File: src/rtl/child_rx_if.sv
// Bundle of the child_rx serial input and valid/ready word output.
// The slave modport is the receiver's view; master is the environment's view.
interface child_rx_if #(
    parameter int WIDTH = 8
);
    logic             child_o;
    logic [WIDTH-1:0] data;
    logic             valid;
    logic             ready;
    logic             frame_err;
    logic             overrun;

    modport master (
        output child_o, ready,
        input  data, valid, frame_err, overrun
    );

    modport slave (
        input  child_o, ready,
        output data, valid, frame_err, overrun
    );
endinterface

File: src/rtl/child_rx.sv
// Serial frame receiver for the CHILD.O line: mid-bit sampling, stop-bit check,
// one-entry valid/ready output buffer with framing-error and overrun pulses.
module child_rx #(
    parameter int WIDTH = 8,
    parameter int DIV   = 4
) (
    input logic       clk,
    input logic       rst_n,
    child_rx_if.slave bus
);
    localparam int CW = $clog2(DIV);
    localparam int IW = (WIDTH > 1) ? $clog2(WIDTH) : 1;
    localparam logic [CW-1:0] HALF = CW'(DIV / 2 - 1);
    localparam logic [CW-1:0] FULL = CW'(DIV - 1);
    localparam logic [IW-1:0] LAST = IW'(WIDTH - 1);

    typedef enum logic [2:0] {IDLE, START, DATA, STOP, WAIT_HIGH} state_t;

    state_t           state_q, state_d;
    logic [CW-1:0]    cnt_q, cnt_d;
    logic [IW-1:0]    idx_q, idx_d;
    logic [WIDTH-1:0] shift_q, shift_d;
    logic [WIDTH-1:0] data_q, data_d;
    logic             valid_q, valid_d;
    logic             frame_err_q, frame_err_d;
    logic             overrun_q, overrun_d;
    logic             sync_q, s_q;
    logic             good_frame, consume;

    always_ff @(posedge clk or negedge rst_n) begin
        if (!rst_n) begin
            sync_q      <= 1'b1;
            s_q         <= 1'b1;
            state_q     <= IDLE;
            cnt_q       <= '0;
            idx_q       <= '0;
            shift_q     <= '0;
            data_q      <= '0;
            valid_q     <= 1'b0;
            frame_err_q <= 1'b0;
            overrun_q   <= 1'b0;
        end else begin
            sync_q      <= bus.child_o;
            s_q         <= sync_q;
            state_q     <= state_d;
            cnt_q       <= cnt_d;
            idx_q       <= idx_d;
            shift_q     <= shift_d;
            data_q      <= data_d;
            valid_q     <= valid_d;
            frame_err_q <= frame_err_d;
            overrun_q   <= overrun_d;
        end
    end

    always_comb begin
        state_d     = state_q;
        cnt_d       = cnt_q;
        idx_d       = idx_q;
        shift_d     = shift_q;
        good_frame  = 1'b0;
        frame_err_d = 1'b0;
        unique case (state_q)
            IDLE: begin
                if (!s_q) begin
                    state_d = START;
                    cnt_d   = HALF;
                end
            end
            START: begin
                if (cnt_q == '0) begin
                    // A start bit that is high again at mid-bit is treated as a glitch.
                    if (!s_q) begin
                        state_d = DATA;
                        cnt_d   = FULL;
                        idx_d   = '0;
                    end else begin
                        state_d = IDLE;
                    end
                end else begin
                    cnt_d = cnt_q - CW'(1);
                end
            end
            DATA: begin
                if (cnt_q == '0) begin
                    shift_d[idx_q] = s_q;
                    cnt_d          = FULL;
                    if (idx_q == LAST) state_d = STOP;
                    else               idx_d   = idx_q + IW'(1);
                end else begin
                    cnt_d = cnt_q - CW'(1);
                end
            end
            STOP: begin
                if (cnt_q == '0) begin
                    if (s_q) begin
                        good_frame = 1'b1;
                        state_d    = IDLE;
                    end else begin
                        frame_err_d = 1'b1;
                        state_d     = WAIT_HIGH;
                    end
                end else begin
                    cnt_d = cnt_q - CW'(1);
                end
            end
            WAIT_HIGH: begin
                if (s_q) state_d = IDLE;
            end
            default: state_d = IDLE;
        endcase
    end

    // A word completing in the same cycle the buffer is drained still fits.
    always_comb begin
        consume   = valid_q && bus.ready;
        data_d    = data_q;
        valid_d   = valid_q;
        overrun_d = 1'b0;
        if (consume) valid_d = 1'b0;
        if (good_frame) begin
            if (!valid_q || consume) begin
                data_d  = shift_q;
                valid_d = 1'b1;
            end else begin
                overrun_d = 1'b1;
            end
        end
    end

    assign bus.data      = data_q;
    assign bus.valid     = valid_q;
    assign bus.frame_err = frame_err_q;
    assign bus.overrun   = overrun_q;
endmodule

File: src/flat_wrapper.sv
// flat-port wrapper written by rule: the top's interface ports become plain ports
module child_rx_flat 
#(
    parameter int WIDTH = 8,
    parameter int DIV   = 4
)
  (clk, rst_n, bus_child_o, bus_ready, bus_data, bus_valid, bus_frame_err, bus_overrun);
  child_rx_if #(.WIDTH(WIDTH)) bus_i ();
  input logic clk;
  input logic rst_n;
  input wire logic [$bits(bus_i.child_o)-1:0] bus_child_o;
  input wire logic [$bits(bus_i.ready)-1:0] bus_ready;
  output wire logic [$bits(bus_i.data)-1:0] bus_data;
  output wire logic [$bits(bus_i.valid)-1:0] bus_valid;
  output wire logic [$bits(bus_i.frame_err)-1:0] bus_frame_err;
  output wire logic [$bits(bus_i.overrun)-1:0] bus_overrun;
  assign bus_i.child_o = bus_child_o;
  assign bus_i.ready = bus_ready;
  assign bus_data = bus_i.data;
  assign bus_valid = bus_i.valid;
  assign bus_frame_err = bus_i.frame_err;
  assign bus_overrun = bus_i.overrun;
  child_rx #(.WIDTH(WIDTH), .DIV(DIV)) u_core (.clk(clk), .rst_n(rst_n), .bus(bus_i));
endmodule
File: config.mk
export PLATFORM = sky130hd
export DESIGN_NAME = child_rx_flat
export DESIGN_NICKNAME = d
export VERILOG_FILES = /design/src/rtl/child_rx_if.sv /design/src/rtl/child_rx.sv /design/src/flat_wrapper.sv
export SDC_FILE = /design/constraint.sdc
export NUM_CORES = 1
export LEC_CHECK = 0
export CORE_ASPECT_RATIO = 0.5
export CORE_UTILIZATION = 45
export CTS_CLUSTER_DIAMETER = 40
export DETAILED_ROUTE_END_ITERATION = 7
export GPL_TIMING_DRIVEN = 0
export PLACE_DENSITY = 0.66
export SLEW_MARGIN = 10
export SYNTH_ARGS = -nofsm -noshare
export SYNTH_HDL_FRONTEND = slang
export SYNTH_SLANG_ARGS = --single-unit
export TNS_END_PERCENT = 5
File: constraint.sdc
create_clock -name clk -period 4.5 [get_ports clk]
set_input_delay 0.9 -clock clk [delete_from_list [all_inputs] [get_ports clk]]
set_output_delay 0.9 -clock clk [all_outputs]
set_load 0.02 [all_outputs]
# Yosys cells after proc, flatten, opt, wreduce, memory -nomap -nowiden
# Index checks and enable logic that the tools add are counted.
# op_classes
n_addsub	2
order_cmp	2
eq_ne	15
mux	34
reduce_logical	13
# op_table
op	n
3-bit 2-to-1 mux	11
3-bit case mux with 5 select lines	1
1-bit 2-to-1 mux	12
2-bit 2-to-1 mux	6
2-bit by 1-bit != test with 1-bit output (second input constant)	5
8-bit bitwise mux	1
2-bit != test (second input constant)	4
2-bit case mux with 4 select lines	1
3-bit by 2-bit == test with 1-bit output (second input constant)	2
3-bit == test (second input constant)	2
3-bit case mux with 2 select lines	1
6-bit AND reduction	1
5-bit AND reduction	1
3-bit by 4-bit less-than comparator with 1-bit output (second input constant)	1
2-bit AND reduction	2
4-bit AND reduction	1
4-bit nonzero test	1
3-bit by 1-bit adder with 3-bit output (second input constant)	1
1-bit demux with 3-bit select	1
3-bit by 1-bit == test with 1-bit output (second input constant)	1
3-bit by 1-bit greater-or-equal comparator with 1-bit output (second input constant)	1
3-bit logical NOT	1
3-bit != test (second input constant)	1
1-bit logical AND	2
5 further kinds	5
# word_totals
regBits	29
inputBits	4
output_inout_bits	11
elab_cells	76

# Depth between registers and ports, before layout
# depth
depth_word	5
depth_mapped	6
mapped_depth_nobuf	6

# Worst setup path before layout
# OpenSTA, ideal clock, no wires.
# synth_path
path_type	reg-to-reg
startpoint	reg u_core.cnt_q[0]
endpoint	reg u_core.shift_q[4]
setup_time_ns	0.128
arrival_ns	1.737
required_ns	4.372
setup_slack_ns	2.636
stages_incl_launch_ff	7
n_path_buf	0
period_less_slack_ns	1.864
path_cell_list	dfrtp_1 > inv_1 > ha_1 > nor2b_4 > or3b_4 > nor3b_2 > mux2_1
# synth_between
elab_chain_len	2
# synth_rtl
element	line	source
start: declaration	child_rx.sv:20	logic [CW-1:0] cnt_q, cnt_d;
start signal: assignment	child_rx.sv:46	cnt_q <= cnt_d;
2-bit logical NOT	child_rx.sv:85	if (cnt_q == '0) begin
2-bit AND reduction (no line)	--	
end signal: assignment	child_rx.sv:48	shift_q <= shift_d;
end: declaration	child_rx.sv:22	logic [WIDTH-1:0] shift_q, shift_d;
# Every way passes these cells.
# A chain may end at the register's enable or synchronous reset.

# Worst setup path in the final report
# layout_path
startpoint	reg u_core.data_q[5], in the netlist u_core.bus.data[5]
endpoint	out bus_data[5]
# layout_rtl
element	line	source
start: declaration	child_rx.sv:23	logic [WIDTH-1:0] data_q, data_d;
start signal: assignment	child_rx.sv:49	data_q <= data_d;
end: declaration	flat_wrapper.sv:13	output wire logic [$bits(bus_i.data)-1:0] bus_data;
# No word-level cell between the ends.

==> impl_results.md <==
* Outcome: finished, final reports clean
* Critical-path top delay cell: clkdlybuf4s50_1
* Routed length on met1 at roughly 1100 um
* Core area at 2670 um^2
* Hold_sp: u_core.sync_q$_DFF_PN1_
* Clk slew on worst S/H paths at approximately 0.06 ns
* CTS buffer count at 5
* Post-CTS Setup Bufs at 0
* Top post-synthesis cells by area: dfrtp_1 (52%), mux2_2 (12%), dfstp_2 (4.1%)
* Post-DRT Antenna Nets at 0
* HPWL Detailed at between 1000 and 1500 um
* Final Hold Fails at 0
* Pwr dens at 550 nW/um^2
* IO Port Bufs at 14
* Critical Path RT at 3.60 ns
* Vias in the first global route at 794
* Hold Path Class: flop to flop
* Final setup margin at 2.37 ns
* Gp weighted congestion at 0.749
* Max-Slew Margin vs Limit at 0.576
* Synthesized area per cell at roughly 12 um^2
* Congestion Overflow GR at 0
* Clock Sinks at 29
* Period minus WS final at 2.13 ns
* Worst Hold Depth at 0
* Reg2reg setup slack at 2.50 ns
* P_leak at 0.738 nW
* Worst setup SP type: flop
* Cell family with most CP delay: buffers and inverters
* Post-CTS sizing at 0
* Largest net degree at the start of global routing at 30
* Synth Flop Type: dfrtp_1
* Via density at 5.23
* Number of synthesized flops with an enable pin at 0
* Highest clock rate at 470 MHz
* Max Cap Viol at 0
* Crit Path Class: flop to primary output
* Worst Hold End: u_core.s_q$_DFF_PN1_
* Worst Path Arrival at 1.23 ns
* Antenna violations before repair at 0
* Share of post-route cells with drive strength above 1 at 0.244
* Netlist cell types at 31
* Synth warn at 0
* Total die area at 3120 um^2
* Ant. Diodes at 0
* Detail Route met2 WL at ~1000 um
* Sequential-to-total area share from yosys stat at 0.561
* Synth Register Bits at 29
* Final setup vio count at 0
* Longest Clk Path Bufs at 2
* Total power at 0.877 mW
* First-pass GRT wire length at around 3800 um
* Final core utilization at 0.598
* Via count at approximately 860
* Cells after synthesis at 105
* CTS tree: yes
* Post-route DRC at 0
* Initial core utilization at 0.486
* Routed length per instance at approximately 14 um
* Worst IR Drop VDD at ~260 uV
* Tcrit/Tclk final at 0.473
* Final Slew Violations at 0
* Share of the synthesized area in the top cell type at 0.521
* H-tree Lvls at 2
* Syn_nets at ~110
* DRT Pass-1 Iters at 4
* R2R Path Start: u_core.cnt_q[0]$_DFFE_PN0P_
* CTS root buffer: clkbuf_8
* Largest fanout on the critical path at 2
* WP buf/inv at 1
* GRT Util Overall at 0.175
* Critical Path Sink Type: primary output
* Die Y at 40.0 um
* Area leader, netlist: dfrtp_1
* Worst R2R End: u_core.shift_q[4]$_DFFE_PN0P_
* Fin nets at 134
* Slowest stage delay, CP at roughly 0.60 ns
* Drt total wl at 2250 um
* Post-synthesis cell area at 1300 um^2
* DRT iter0 DRCs at between 40 and 50
* Filler cell count at 224
* Synth-to-layout area growth at 23.0%
* Die width at 77.9 um
* Top Metal Used: met4
* Synth async-reset ratio at 1.00
* Worst-Skew Late Latency at roughly 0.27 ns
* Post-cts hold buffer count at 0
* Design Area, Final at 1600 um^2
* Setup TNS at 0 ns
* Critical Path, Cell by Cell: clkdlybuf4s50_1
* FF-to-FF path depth at 6
* Slew @ Worst Pin at 0.636 ns
* Site row count at 13
* DP Worst Slack at 2.26 ns
* Placed Area at 1480 um^2
* Met3 wire length at 86 um
* RSZ-0062 raised after global routing: false
* Setup Skew at 0.00145 ns
* # IOs at 15
cell usage after synthesis, types with 3 or more instances:
cell and count:
clkbuf_1 4, dfrtp_1 27, ha_1 4, inv_1 3
mux2_1 3, mux2_2 14, nand2_1 9, nand2b_1 3
nand3_1 3, nor2_1 6
through the flow:
step           std cells  hold WS, ns
6_report             164        0.356
5_1_grt              164        0.360
4_1_cts              164        0.357
3_5_place_dp         156        0.348
3_3_place_gp         156        0.347
2_1_floorplan        105        0.345
worst max-delay path by stage:
stage,start,end,slack (ns),cells past startpoint
after detailed placement,bus_ready,u_core.bus.data[5]$_DFFE_PN0P_,2.26,4
after CTS,u_core.bus.data[5]$_DFFE_PN0P_,bus_data[5],2.35,1
after floorplan,u_core.cnt_q[0]$_DFFE_PN0P_,u_core.shift_q[4]$_DFFE_PN0P_,2.64,6
after global placement,rst_n,u_core.cnt_q[0]$_DFFE_PN0P_,2.04,1
final,u_core.bus.data[5]$_DFFE_PN0P_,bus_data[5],2.37,1
after global routing,u_core.bus.data[5]$_DFFE_PN0P_,bus_data[5],2.33,1
registers in the layout, indices dropped and copies added (netlist names):
name                  flops
u_core.bus.data           8
u_core.bus.frame_err      1
u_core.bus.overrun        1
u_core.bus.valid          1
u_core.cnt_q              2
u_core.idx_q              3
u_core.s_q                1
u_core.shift_q            8
u_core.state_q            3
u_core.sync_q             1
cell families (layout without fill, tap and decap cells):
group | count (synthesis) | in the layout | synth area share
AND/OR/NAND/NOR | 34 | 34 | 0.159
flip-flops | 29 | 29 | 0.561
AO/OA/AOI/OAI | 11 | 11 | 0.0579
adder cells (fa/ha/maj) | 5 | 5 | 0.0463
multiplexers | 17 | 17 | 0.148
buffers and inverters | 9 | 31 | 0.0280
cells in the final DEF, fill, tap and decap left out, types with 2 or more instances in the layout:
cell,n
dfrtp_1,27
mux2_2,14
clkdlybuf4s50_1,13
nand2_1,9
nor2_1,6
clkbuf_8,6
clkbuf_1,5
ha_1,4
inv_1,3
buf_2,3
nand3_1,3
nand2b_1,3
mux2_1,3
a31oi_1,2
o21ai_0,2
a21oi_1,2
a22o_1,2
nand3b_1,2
nor3b_2,2
dfstp_2,2
power by group:
group | switching, mW | leakage, nW | total [mW] | internal (mW)
Clock | 0.0927 | 0.0585 | 0.273 | 0.180
Combinational | 0.141 | 0.295 | 0.261 | 0.120
Sequential | 0.0273 | 0.385 | 0.343 | 0.316
Total | 0.261 | 0.738 | 0.877 | 0.616
worst reg2reg max path, delay by kind of cell (launching register included):
kind / cells / cell delay, ns
buffers and inverters: 1 / 0.09
and+or+nand+nor: 3 / 0.84
adders and majority gates: 1 / 0.24
muxes: 1 / 0.33
DFF: 1 / 0.37
layout make-up:
type / instances / area (um^2) / area share
flip-flops and latches: 29 / 728 / 0.456
multi-input cells: 67 / 533 / 0.334
repair buffers: 14 / 135 / 0.0847
clock buffers: 7 / 86.3 / 0.0541
well taps: 37 / 46.3 / 0.0290
clock inverters: 1 / 30.0 / 0.0188
plain buffers: 6 / 25.0 / 0.0157
inverters: 3 / 11.3 / 0.00706
layer usage:
| layer | vias to the layer above | track usage |
|---|---|---|
| met2 | 17 | 0.294 |
| met4 | 0 | 0.0694 |
| met5 | - | 0 |
| met1 | 426 | 0.216 |
| met3 | 2 | 0.0614 |
| li1 | 412 | - |
(Power assumes the default switching activity.)
